### config.mk
export PLATFORM = sky130hd
export DESIGN_NAME = lane_traffic_source_flat
export DESIGN_NICKNAME = d
export VERILOG_FILES = /design/src/rtl/lane_traffic_source_if.sv /design/src/rtl/lane_traffic_source.sv /design/src/flat_wrapper.sv
export SDC_FILE = /design/constraint.sdc
export NUM_CORES = 1
export LEC_CHECK = 0
export BUFFER_PORTS_ARGS = -buffer_cell sky130_fd_sc_hd__buf_2
export CORE_ASPECT_RATIO = 1.1
export CORE_MARGIN = 2
export CORE_UTILIZATION = 40
export CTS_BUF_LIST = sky130_fd_sc_hd__clkbuf_4 sky130_fd_sc_hd__clkbuf_8 sky130_fd_sc_hd__clkbuf_16
export DETAILED_ROUTE_END_ITERATION = 16
export GPL_TIMING_DRIVEN = 1
export SLEW_MARGIN = 15
export SYNTH_ARGS = -nofsm -noshare
export SYNTH_HDL_FRONTEND = slang
export SYNTH_SLANG_ARGS = --single-unit
export TNS_END_PERCENT = 1
### constraint.sdc
create_clock -name clk -period 6 [get_ports clk]
set_clock_uncertainty 0.1 [all_clocks]
set_input_delay 0.6 -clock clk [delete_from_list [all_inputs] [get_ports clk]]
set_output_delay 0.6 -clock clk [all_outputs]
set_load 0.1 [all_outputs]
### src/rtl/lane_traffic_source_if.sv
// Lane-count / emergency bus between the traffic source and the Breadboard controller.
// LANE_SOURCE_STATS_EN adds the departTotal statistics signal.
interface lane_traffic_source_if #(
  parameter int NUM_LANES = 8,
  parameter int COUNT_W   = 8
);
  logic [NUM_LANES-1:0]         arrive;
  logic [NUM_LANES-1:0]         emgArrive;
  logic [NUM_LANES-1:0]         lightIn;
  logic [NUM_LANES*COUNT_W-1:0] laneCount;
  logic                         emgSignal;
  logic [NUM_LANES-1:0]         emgLane;
  logic [NUM_LANES-1:0]         overflow;
`ifdef LANE_SOURCE_STATS_EN
  logic [15:0]                  departTotal;

  modport master (input arrive, emgArrive, lightIn,
                  output laneCount, emgSignal, emgLane, overflow, departTotal);
  modport slave  (output arrive, emgArrive, lightIn,
                  input laneCount, emgSignal, emgLane, overflow, departTotal);
`else
  modport master (input arrive, emgArrive, lightIn,
                  output laneCount, emgSignal, emgLane, overflow);
  modport slave  (output arrive, emgArrive, lightIn,
                  input laneCount, emgSignal, emgLane, overflow);
`endif
endinterface

### src/rtl/lane_traffic_source.sv
// Per-lane vehicle queue model driving lane counts and emergency requests into Breadboard.
// Optional macro LANE_SOURCE_STATS_EN adds the 16-bit departTotal counter.
module lane_traffic_source #(
  parameter int NUM_LANES       = 8,
  parameter int COUNT_W         = 8,
  parameter int DEPART_INTERVAL = 4
) (
  input logic                   clk,
  input logic                   rst,
  lane_traffic_source_if.master bus
);

  typedef enum logic [1:0] {IDLE, QUEUED, FLOW} laneState_t;

  localparam logic [COUNT_W-1:0] CNT_MAX   = '1;
  localparam logic [3:0]         LAST_TICK = 4'(DEPART_INTERVAL - 1);

  laneState_t           state     [NUM_LANES];
  laneState_t           stateNext [NUM_LANES];
  logic [COUNT_W-1:0]   count     [NUM_LANES];
  logic [COUNT_W-1:0]   countNext [NUM_LANES];
  logic [3:0]           timer     [NUM_LANES];
  logic [3:0]           timerNext [NUM_LANES];
  logic [3:0]           effTimer  [NUM_LANES];

  logic [NUM_LANES-1:0] arrival;
  logic [NUM_LANES-1:0] flowing;
  logic [NUM_LANES-1:0] depart;
  logic [NUM_LANES-1:0] dropped;
  logic [NUM_LANES-1:0] pending;
  logic [NUM_LANES-1:0] pendingNext;
  logic [NUM_LANES-1:0] overflowR;
  logic                 emgSignalR;
  logic [NUM_LANES-1:0] emgLaneR;

  // Saturating update: arrival and departure together cancel, arrival at max is dropped.
  function automatic logic [COUNT_W-1:0] satCount(input logic [COUNT_W-1:0] c,
                                                  input logic add, input logic sub);
    case ({add, sub})
      2'b10:   return (c == CNT_MAX) ? c : c + 1'b1;
      2'b01:   return c - 1'b1;
      default: return c;
    endcase
  endfunction

  always_comb begin
    arrival     = bus.arrive | bus.emgArrive;
    flowing     = '0;
    depart      = '0;
    dropped     = '0;
    for (int i = 0; i < NUM_LANES; i++) begin
      // The first green cycle after QUEUED already counts toward the interval.
      effTimer[i]  = (state[i] == FLOW) ? timer[i] : 4'd0;
      flowing[i]   = (count[i] != '0) && bus.lightIn[i];
      depart[i]    = flowing[i] && (effTimer[i] == LAST_TICK);
      dropped[i]   = arrival[i] && (count[i] == CNT_MAX) && !depart[i];
      countNext[i] = satCount(count[i], arrival[i], depart[i]);
      timerNext[i] = flowing[i] ? (depart[i] ? 4'd0 : effTimer[i] + 4'd1) : 4'd0;
      if (countNext[i] == '0)
        stateNext[i] = IDLE;
      else if (flowing[i])
        stateNext[i] = FLOW;
      else
        stateNext[i] = QUEUED;
    end
    // A new emergency wins over a coincident departure.
    pendingNext = bus.emgArrive | (pending & ~depart);
  end

  always_ff @(posedge clk) begin
    if (rst) begin
      for (int i = 0; i < NUM_LANES; i++) begin
        state[i] <= IDLE;
        count[i] <= '0;
        timer[i] <= '0;
      end
      pending    <= '0;
      overflowR  <= '0;
      emgSignalR <= 1'b0;
      emgLaneR   <= '0;
    end else begin
      for (int i = 0; i < NUM_LANES; i++) begin
        state[i] <= stateNext[i];
        count[i] <= countNext[i];
        timer[i] <= timerNext[i];
      end
      pending    <= pendingNext;
      overflowR  <= overflowR | dropped;
      emgSignalR <= |pendingNext;
      emgLaneR   <= pendingNext & (~pendingNext + 1'b1);
    end
  end

  for (genvar g = 0; g < NUM_LANES; g++) begin : gPack
    assign bus.laneCount[g*COUNT_W +: COUNT_W] = count[g];
  end

  assign bus.emgSignal = emgSignalR;
  assign bus.emgLane   = emgLaneR;
  assign bus.overflow  = overflowR;

`ifdef LANE_SOURCE_STATS_EN
  logic [3:0]  departSum;
  logic [15:0] departTotalR;

  always_comb begin
    departSum = 4'd0;
    for (int i = 0; i < NUM_LANES; i++)
      departSum = departSum + {3'd0, depart[i]};
  end

  always_ff @(posedge clk) begin
    if (rst)
      departTotalR <= '0;
    else
      departTotalR <= departTotalR + {12'd0, departSum};
  end

  assign bus.departTotal = departTotalR;
`endif

endmodule

### src/flat_wrapper.sv
// flat-port wrapper written by rule: the top's interface ports become plain ports
module lane_traffic_source_flat 
#(
  parameter int NUM_LANES       = 8,
  parameter int COUNT_W         = 8,
  parameter int DEPART_INTERVAL = 4
)
  (clk, rst, bus_arrive, bus_emgArrive, bus_lightIn, bus_laneCount, bus_emgSignal, bus_emgLane, bus_overflow);
  lane_traffic_source_if #(.NUM_LANES(NUM_LANES), .COUNT_W(COUNT_W)) bus_i ();
  input logic clk;
  input logic rst;
  input wire logic [$bits(bus_i.arrive)-1:0] bus_arrive;
  input wire logic [$bits(bus_i.emgArrive)-1:0] bus_emgArrive;
  input wire logic [$bits(bus_i.lightIn)-1:0] bus_lightIn;
  output wire logic [$bits(bus_i.laneCount)-1:0] bus_laneCount;
  output wire logic [$bits(bus_i.emgSignal)-1:0] bus_emgSignal;
  output wire logic [$bits(bus_i.emgLane)-1:0] bus_emgLane;
  output wire logic [$bits(bus_i.overflow)-1:0] bus_overflow;
  assign bus_i.arrive = bus_arrive;
  assign bus_i.emgArrive = bus_emgArrive;
  assign bus_i.lightIn = bus_lightIn;
  assign bus_laneCount = bus_i.laneCount;
  assign bus_emgSignal = bus_i.emgSignal;
  assign bus_emgLane = bus_i.emgLane;
  assign bus_overflow = bus_i.overflow;
  lane_traffic_source #(.NUM_LANES(NUM_LANES), .COUNT_W(COUNT_W), .DEPART_INTERVAL(DEPART_INTERVAL)) u_core (.clk(clk), .rst(rst), .bus(bus_i));
endmodule
==> flow_metrics.env, run 1 <==
export IMPL_clockPowerShare_pct=46.4
export IMPL_whs_path_depth=2
export IMPL_critPathMaxFanout=22
export IMPL_cp_top_family="simple AND/OR/NAND/NOR gates"
export IMPL_seqPwrFrac_pct=39.1
export IMPL_end_kind="flop"
export IMPL_syn_inst=1151
export IMPL_n_antenna_cell=0
export IMPL_place_area_mm2=0.00957
export IMPL_grt_pass1_wl_mm=38.6
export IMPL_slew_headroom_pct=56.1
export IMPL_timing_final_ws_setup_ps=2220
export IMPL_synth_seq_cells=136
export IMPL_dp_slack_ps=2280
export IMPL_async_reset_ff_share_pct=0
export IMPL_synth_top_area_share_pct=30.4
export IMPL_cts_buffers=17
export IMPL_cap_viol_max_count=0
export IMPL_critPathBufInv=0
export IMPL_synth_ff_type="dfxtp_1"
export IMPL_power_mw=2.48
export IMPL_grt_pass1_vias=7874
export IMPL_syn_to_final_growth_pct=14.0
export IMPL_die_h_um=161
export IMPL_port_buffers=106
export IMPL_synth_fa_ha_area_share_pct=6.70
export IMPL_io_pins=107
export IMPL_core_mm2=0.0220
export IMPL_p_switching_mw=0.673
export IMPL_overflow=0
export IMPL_grt_start_max_net_pins=54
export IMPL_drt_iter0_drc=813
export IMPL_chipWidth_um=147
export IMPL_ir_drop_mv=0.165
export IMPL_yosysWarnings=0
export IMPL_crit_path_top_delay_cell="a2111oi_0"
export IMPL_syn_area_per_cell_um2=7.78
export IMPL_setup_violations=0
export IMPL_cp_start_kind="flop"
export IMPL_cp_required_ps=6190
export IMPL_worstPathArrival_ps=3970
export IMPL_stdcell_area_mm2=0.0102
export IMPL_power_frac_comb_pct=14.5
export IMPL_post_drt_wl_per_cell_um=15.6
export IMPL_synth_area_mux_share_pct=1.70
export IMPL_fin_crit_sh_pct=63.0
export IMPL_rr_worst_depth=8
export IMPL_switching_share_pct=27.2
export IMPL_synth_top_family_by_area="simple AND/OR/NAND/NOR gates"
export IMPL_yosysMostFrequentCell="nor2_1"
export IMPL_synth_cell_types=84
export IMPL_p_int_mw=1.80
export IMPL_final_hold_violation_count=0
export IMPL_hold_buffers=0
export IMPL_grt_usage_pct=19.5
export IMPL_worstSetupPathType="flop to flop"
export IMPL_synth_edff_count=0
export IMPL_yosys_area_share_simple_pct=32.8
export IMPL_dieArea_mm2=0.0236
export IMPL_yosys_area_top_type="dfxtp_1"
export IMPL_slowest_delay_ps=690
export IMPL_globalplace_congestion=0.935
export IMPL_antenna_found_initial=1
export IMPL_htreeDepth=4
export IMPL_power_density_mw_per_mm2=242
export IMPL_cts_root_buf="clkbuf_16"
export IMPL_firstDrtPassIters=6
export IMPL_start_util_pct=40.7
export IMPL_synth_compound_area_share_pct=20.2
export IMPL_finalCriticalPeriod_ps=3780
export IMPL_rows=57
export IMPL_leakagePower_nw=4.27
export IMPL_synth_area_mm2=0.00896
export IMPL_cts_resized=0
export IMPL_ys_seq_area_share_pct=30.4
export IMPL_drt_total_wl_mm=23.6
export IMPL_synthXorXnorAreaFrac_pct=1.96
export IMPL_viasPerCell=5.79
export IMPL_fillers=2162
export IMPL_drc_errors=0
export IMPL_crit_chain="or4_1 > o41ai_2 > or2_2 > ha_1 > a2111oi_0 > o2111ai_1 > nor4_1 > nor3_1"
export IMPL_synth_area_top_cells="dfxtp_1 30%, ha_1 6.7%, nor2_1 6.6%"
export IMPL_hpwlAfterDp_mm=16.6
export IMPL_clk_path_buf_depth=2
export IMPL_timing_fmax_mhz=265
export IMPL_min_path_type="input pin to flop"
export IMPL_clkLatencyLatePin_ps=420
export IMPL_clock_sinks=136
export IMPL_layout_nets=1279
export IMPL_drtAntennaViolNets=0
export IMPL_cts_tree="yes"
export IMPL_slew_violations=0
export IMPL_synthTopCellsByCount="157 x nor2_1, 136 x dfxtp_1, 69 x inv_1, 58 x clkbuf_1, 57 x nand2_1"
export IMPL_status="complete, no violations"
export IMPL_drive_above_1_share_pct=13.8
export IMPL_cts_setup_buffers=0
export IMPL_worstMarginPinSlew_ps=642
export IMPL_tns_ps=0
export IMPL_rsz0062_at_grt="no"
export IMPL_path_depth=8
export IMPL_clkSlewWorstSetupHoldPaths_ps=60
export IMPL_vias=8757
export IMPL_syn_nets=1225
## state kept, by name, indices dropped and copies added, names as in the netlist
register,cells
u_core.bus.emgSignal,1
u_core.bus.overflow,8
u_core.pending,7
u_core.timer,32
u_core.bus.emgLane,8
u_core.state,16
u_core.count,64
## cell type report
cell class | instances | area, um2 | area share (%)
timing repair buffer | 107 | 541 | 5.29
clock buffer | 19 | 453 | 4.43
inverter | 69 | 259 | 2.53
sequential | 136 | 2720 | 26.6
tap | 295 | 369 | 3.61
clock inverter | 12 | 199 | 1.95
multi-input combinational | 874 | 5680 | 55.5
## worst paths after layout
check / slack, ps / from / endpoint
setup / recovery: 2220 / u_core.count[0][50] / u_core.state[3][0]
hold / removal: 320 / bus_lightIn[5] / u_core.state[2][2]
setup reg to reg: 2220 / u_core.count[0][50] / u_core.state[3][0]
hold reg to reg: 370 / u_core.bus.overflow[3] / u_core.bus.overflow[3]
## worst register-to-register path: cells and delay by family, from the launching register on
| kind | cells | cell delay (ps) |
|---|---|---|
| and+or+nand+nor | 4 | 1340 |
| DFF | 1 | 450 |
| AOI/OAI and AO/OA | 3 | 1300 |
| adders and majority gates | 1 | 460 |
## power by group through the flow
stage	Sequential (mW)	Clock (mW)	Combinational, mW
after floorplan	1.05	0	0.213
after global placement	0.986	0	0.358
after detailed placement	0.986	0	0.358
after CTS	0.966	1.18	0.359
after global routing	0.970	1.22	0.391
final	0.967	1.15	0.360
## per-stage QoR
step	util [%]	hold WS (ps)	instances
floorplan	-	352	1151
finish	46.4	321	1512
global placement	43.4	352	1481
CTS	46.4	298	1512
detailed placement	43.4	356	1481
global route	46.4	317	1512
## layout by cell type, fill, tap and decap left out, drive strengths merged, types with 31 or more instances in the layout
master,count
nand3,39
dfxtp,136
nor2,157
nand2,57
inv,69
ha,48
a21oi,52
and2,33
buf,107
nor3,47
nor2b,31
## layer usage
layer  wire length [um]  share of wire (%)  global-route usage, %
met5                 13              0.055                      0
met4                567                2.4                   8.25
met3               1410                6.0                   3.39
met2              10900                 46                   31.4
met1              10700                 45                   25.8
## cells by family (layout without fill, tap and decap cells)
group	Yosys count	in the layout
AND/OR/NAND/NOR	542	542
flip-flops	136	136
buffers and inverters	141	207
XOR/XNOR	20	20
multiplexers	15	15
AO/OA/AOI/OAI	249	249
adder cells (fa/ha/maj)	48	48
(Power assumes the default switching activity.)
==> run 2: changes to the inputs <==
- clock period: 6 -> 3.4 ns (I/O delays scaled with it)
==> run 2 against run 1 <==
  * Setup slack worse by 2100 ps
  * Power rose by 74%
  * Routed wire length up 5.2%
  * Sequential share of layout area fell by 1.2 points
  * Fmax increased by 16%
  * First-iteration DRC count is 2.6% higher
  * Clock-buffer cell count grew 2
  * Critical endpoint is now u_core.state[0][2]
  * Clock power rose by 66%
  * Critical path depth up 2
  * Sequential power is 75% higher
  * Register-to-register slack got worse by 2100 ps
  * Cell count grew 5.0%
==> flow_metrics.env, run 2 (synthesized netlist as in run 1, its figures left out) <==
export IMPL_hold_buffers=0
export IMPL_layout_commonest_cell="nor2_1"
export IMPL_cts_setup_buffers=0
export IMPL_largest_register="u_core.count"
export IMPL_layout_nets=1355
export IMPL_multiInputGateArea_mm2=0.00585
export IMPL_r2r_start="u_core.count[0][12]"
export IMPL_clk_path_buf_depth=2
export IMPL_viasPerCell=5.75
export IMPL_grt_pass1_vias=8440
export IMPL_crit_path_top_delay_cell="or4b_4"
export IMPL_whs_path_depth=2
export IMPL_rr_worst_depth=10
export IMPL_cts_root_buf="clkbuf_16"
export IMPL_clock_sinks=136
export IMPL_grt_usage_pct=20.6
export IMPL_hpwlAfterDp_mm=17.9
export IMPL_drtAntennaViolNets=0
export IMPL_rsz0062_at_grt="yes"
export IMPL_cap_viol_max_count=0
export IMPL_top_regs="u_core.count: 64 flops, u_core.timer: 32 flops, u_core.state: 16 flops"
export IMPL_critPathMaxFanout=6
export IMPL_largest_register_ffs=64
export IMPL_rrSetupSlack_ps=130
export IMPL_overflow=0
export IMPL_globalplace_congestion=0.970
export IMPL_clkLatencyLatePin_ps=420
export IMPL_die_h_um=161
export IMPL_firstDrtPassIters=5
export IMPL_stdcell_area_mm2=0.0110
export IMPL_min_path_type="input pin to flop"
export IMPL_grt_pass1_wl_mm=40.7
export IMPL_worstSetupPathType="flop to flop"
export IMPL_layout_common_cells="157 x nor2_1, 105 x buf_2, 90 x dfxtp_1, 78 x buf_4, 69 x inv_1"
export IMPL_critPathBufInv=1
export IMPL_setup_violations=0
export IMPL_port_buffers=106
export IMPL_cp_top_family="simple AND/OR/NAND/NOR gates"
export IMPL_antenna_found_initial=0
export IMPL_hold_ws_ps=67.3
export IMPL_fillers=2109
export IMPL_leakagePower_nw=4.70
export IMPL_power_density_mw_per_mm2=392
export IMPL_ff_latch_area_mm2=0.00280
export IMPL_drc_errors=0
export IMPL_htreeDepth=4
export IMPL_drt_total_wl_mm=24.8
export IMPL_cts_tree="yes"
export IMPL_cts_buffers=17
export IMPL_path_depth=10
export IMPL_cp_start_kind="flop"
export IMPL_slew_violations=0
export IMPL_slew_headroom_pct=51.1
export IMPL_slowest_delay_ps=560
export IMPL_io_pins=107
export IMPL_syn_to_final_growth_pct=22.7
export IMPL_crit_start="u_core.count[0][12]"
export IMPL_crit_end="u_core.state[0][2]"
export IMPL_finalCriticalPeriod_ps=3270
export IMPL_cp_required_ps=3560
export IMPL_end_kind="flop"
export IMPL_crit_chain="or4_4 > or4b_4 > nand3_4 > ha_1 > buf_4 > o21ai_0 > a21oi_1 > a311o_1 > nor4_2 > a221oi_1"
export IMPL_place_area_mm2=0.0102
export IMPL_fin_crit_sh_pct=96.0
export IMPL_worstMarginPinSlew_ps=732
export IMPL_worstPathArrival_ps=3430
export IMPL_drt_iter0_drc=834
export IMPL_clkSlewWorstSetupHoldPaths_ps=60
export IMPL_core_mm2=0.0220
export IMPL_rows=57
export IMPL_ir_drop_mv=0.337
export IMPL_vias=9124
export IMPL_chipWidth_um=147
export IMPL_status="complete, no violations"
export IMPL_dieArea_mm2=0.0236
export IMPL_drive_above_1_share_pct=24.4
export IMPL_timing_fmax_mhz=306
export IMPL_post_drt_wl_per_cell_um=15.6
export IMPL_n_antenna_cell=0
export IMPL_final_hold_violation_count=0
export IMPL_start_util_pct=40.7
export IMPL_final_util_pct=49.9
export IMPL_r2r_end="u_core.state[0][2]"
export IMPL_grt_start_max_net_pins=46
==> run 2: changes by cell type in the layout (fill, tap and decap cells not counted), sizes merged <==
cell,previous run,this run
buf,107,183
bufinv,5,2
clkbuf,19,21
clkinvlp,4,3
inv,69,71
==> run 2: per-layer routing <==
metal  vias to the layer above  global-route usage, %  wire (um)
met5                         -                      0          0
met4                         0                   6.80        605
met3                        68                   3.59       1360
met1                      4234                   26.1      11000
met2                       353                   35.5      11800
li1                       4469                      -          -
==> run 2: worst reg2reg max path: stages, from the launching register on <==
cell      delay, ps
dfxtp_4         340
or4_4           530
or4b_4          560
nand3_4         130
ha_1            300
buf_4           180
o21ai_0         160
a21oi_1          60
a311o_1         320
nor4_2          320
a221oi_1        120
==> run 2: repair_timing <==
item                                    4_1_cts  5_1_grt
pin swaps                                     0        1
gates resized for setup                       1       29
gates cloned                                  0        0
endpoints found under the setup margin        2       16
==> run 2: layout make-up <==
type | instances | area share [%]
Clock buffer | 21 | 4.57
Clock inverter | 10 | 1.02
Inverter | 69 | 2.36
Multi-Input combinational cell | 874 | 53.2
Sequential cell | 136 | 25.4
Tap cell | 295 | 3.36
Timing Repair Buffer | 183 | 10.1
==> run 2: worst min-delay path by stage <==
stage	from	to	slack [ps]
2_1_floorplan	bus_lightIn[1]	u_core.state[0][2]	350
3_3_place_gp	u_core.bus.overflow[3]	u_core.bus.overflow[3]	350
3_5_place_dp	u_core.bus.overflow[7]	u_core.bus.overflow[7]	360
4_1_cts	bus_lightIn[5]	u_core.state[2][2]	50
5_1_grt	bus_lightIn[5]	u_core.state[2][2]	80
6_report	bus_lightIn[5]	u_core.state[2][2]	70
==> run 2: metrics by stage <==
stage / setup TNS, ps / setup slack, ps / power, mW / instances
2_1_floorplan: -473 / -91.5 / 2.23 / 1151
3_3_place_gp: 0 / 71.9 / 2.41 / 1557
3_5_place_dp: -30.7 / -16.0 / 2.41 / 1557
4_1_cts: 0 / 16.9 / 4.33 / 1588
5_1_grt: -69.2 / -52.9 / 4.49 / 1588
6_report: 0 / 135 / 4.31 / 1588
==> run 2: report_power, final <==
| group | internal [mW] | switching (mW) | leakage, nW |
|---|---|---|---|
| clock network | 1.20 | 0.704 | 0.298 |
| logic | 0.252 | 0.468 | 3.28 |
| registers | 1.65 | 0.0431 | 1.13 |
| total | 3.10 | 1.22 | 4.70 |
==> run 3: changes to the inputs <==
- CORE_UTILIZATION: 40 -> 45
- PLACE_DENSITY: unset -> 0.67
==> run 3 against run 2 <==
  * Power is 0.48% lower
  * Sequential share of layout area up 0.29 points
  * Hold slack better by 8.5 ps
  * Fmax is 0.79% higher
  * Via count down 0.11%
  * Cell count is 3.0% lower
  * Register-to-register slack improved by 30 ps
  * Critical path type unchanged
  * First-iteration DRC count shrank 17%
  * Critical endpoint is now u_core.state[2][0]
  * Core utilization up 5.4 points
  * Global-route usage grew 2.0 points
  * Critical path depth increased by 3
==> flow_metrics.env, run 3 (synthesized netlist as in run 1, its figures left out) <==
export IMPL_status="complete, no violations"
export IMPL_seqPwrFrac_pct=39.3
export IMPL_tns_ps=0
export IMPL_r2r_end="u_core.state[2][0]"
export IMPL_layout_commonest_cell="nor2_1"
export IMPL_drc_errors=0
export IMPL_leakagePower_nw=4.66
export IMPL_cp_required_ps=3620
export IMPL_drt_iter0_drc=692
export IMPL_cts_root_buf="clkbuf_16"
export IMPL_clockPowerShare_pct=44.0
export IMPL_grt_start_max_net_pins=49
export IMPL_r2r_start="u_core.state[2][1]"
export IMPL_overflow=0
export IMPL_grt_pass1_vias=8489
export IMPL_p_int_mw=3.03
export IMPL_globalplace_congestion=0.957
export IMPL_rows=54
export IMPL_start_util_pct=45.6
export IMPL_post_drt_wl_per_cell_um=16.0
export IMPL_chipWidth_um=139
export IMPL_slew_violations=0
export IMPL_drt_total_wl_mm=24.6
export IMPL_worstSetupPathType="flop to flop"
export IMPL_cts_tree="yes"
export IMPL_drive_above_1_share_pct=23.9
export IMPL_finalCriticalPeriod_ps=3240
export IMPL_viasPerCell=5.92
export IMPL_hold_buffers=0
export IMPL_io_pins=107
export IMPL_slew_headroom_pct=55.6
export IMPL_port_buffers=106
export IMPL_critPathMaxFanout=8
export IMPL_cp_start_kind="flop"
export IMPL_final_hold_violation_count=0
export IMPL_largest_register="u_core.count"
export IMPL_drtAntennaViolNets=0
export IMPL_power_frac_comb_pct=16.7
export IMPL_n_antenna_cell=0
export IMPL_grt_usage_pct=22.6
export IMPL_grt_pass1_wl_mm=40.2
export IMPL_timing_fmax_mhz=309
export IMPL_largest_register_ffs=64
export IMPL_end_kind="flop"
export IMPL_p_switching_mw=1.26
export IMPL_clock_sinks=136
export IMPL_ir_drop_mv=0.409
export IMPL_clk_path_buf_depth=2
export IMPL_top_regs="u_core.count: 64 flops, u_core.timer: 32 flops, u_core.state: 16 flops"
export IMPL_layout_nets=1349
export IMPL_rr_worst_depth=13
export IMPL_power_density_mw_per_mm2=395
export IMPL_core_mm2=0.0197
export IMPL_worstMarginPinSlew_ps=666
export IMPL_worstPathArrival_ps=3460
export IMPL_syn_to_final_growth_pct=21.3
export IMPL_switching_share_pct=29.3
export IMPL_dieArea_mm2=0.0211
export IMPL_cap_viol_max_count=0
export IMPL_fillers=1829
export IMPL_firstDrtPassIters=7
export IMPL_layout_common_cells="157 x nor2_1, 105 x buf_2, 90 x dfxtp_1, 72 x buf_4, 69 x inv_1"
export IMPL_vias=9114
export IMPL_clkLatencyLatePin_ps=420
export IMPL_power_mw=4.29
export IMPL_setup_violations=0
export IMPL_clkSlewWorstSetupHoldPaths_ps=60
export IMPL_die_h_um=152
export IMPL_whs_path_depth=2
export IMPL_antenna_found_initial=0
export IMPL_min_path_type="input pin to flop"
export IMPL_rrSetupSlack_ps=160
export IMPL_hold_start="bus_lightIn[5]"
export IMPL_fin_crit_sh_pct=95.3
export IMPL_hpwlAfterDp_mm=17.8
export IMPL_min_to="u_core.state[2][2]"
export IMPL_htreeDepth=4
export IMPL_cts_buffers=17
[run 3: how the worst max path moves through the flow]
stage,from,end,slack (ps),cells past startpoint
after detailed placement,u_core.count[0][26],u_core.state[1][3],-3,10
final,u_core.state[2][1],u_core.state[2][0],160,13
after global routing,u_core.state[2][1],u_core.state[2][0],-40,13
after floorplan,u_core.count[0][45],u_core.state[2][2],-90,12
after global placement,u_core.count[0][26],u_core.state[1][3],-20,10
after CTS,u_core.state[1][3],u_core.state[1][3],50,12
[run 3: per-stage QoR]
step	instance area, um2	worst slack [ps]	hold WS, ps	util, %	instances
floorplan	9030	-91.5	352	-	1151
global placement	10100	-15.4	352	51.4	1508
detailed placement	10100	-2.74	361	51.4	1508
CTS	10700	53.9	50.5	54.6	1540
global route	10900	-36.9	68.1	55.3	1540
finish	10900	160	75.9	55.3	1540
[run 3: layout make-up]
| class | instances | area, um2 | area share [%] |
|---|---|---|---|
| multi-input cells | 874 | 5820 | 53.6 |
| flip-flops and latches | 136 | 2800 | 25.7 |
| repair buffers | 177 | 1070 | 9.81 |
| clock buffers | 18 | 450 | 4.14 |
| well taps | 252 | 315 | 2.90 |
| inverters | 69 | 259 | 2.38 |
| clock inverters | 14 | 160 | 1.47 |
[run 3: timing repair]
| item | 4_1_cts | 5_1_grt |
|---|---|---|
| endpoints found under the hold margin | 0 | 0 |
| resized for setup | 3 | 26 |
| buffers inserted | 0 | 0 |
| pin swaps | 0 | 1 |
| setup endpoints to repair | 6 | 16 |
[run 3: routing by layer]
layer	part of all wire, %	vias up	track usage, %
met3	5.3	39	4.03
met5	0	-	0
li1	-	4462	-
met2	48	331	38.3
met1	44	4282	29.0
met4	1.9	0	7.68
[run 3: power groups by stage]
stage | logic (mW) | clock network [mW] | registers, mW
finish | 0.717 | 1.89 | 1.69
detailed placement | 0.687 | 0 | 1.72
floorplan | 0.375 | 0 | 1.86
global placement | 0.687 | 0 | 1.72
global route | 0.776 | 2.01 | 1.69
CTS | 0.695 | 1.93 | 1.69
[run 3: critical path, stage by stage (launching register included)]
cell and delay, ps:
dfxtp_1 320, nor2b_2 180, and2_1 170, ha_1 170, o21ai_0 130, or2_2 370, ha_2 400, inv_1 70
buf_4 140, a21oi_1 160, o311ai_0 240, nor4bb_2 340, nand4b_1 150, and3_1 210
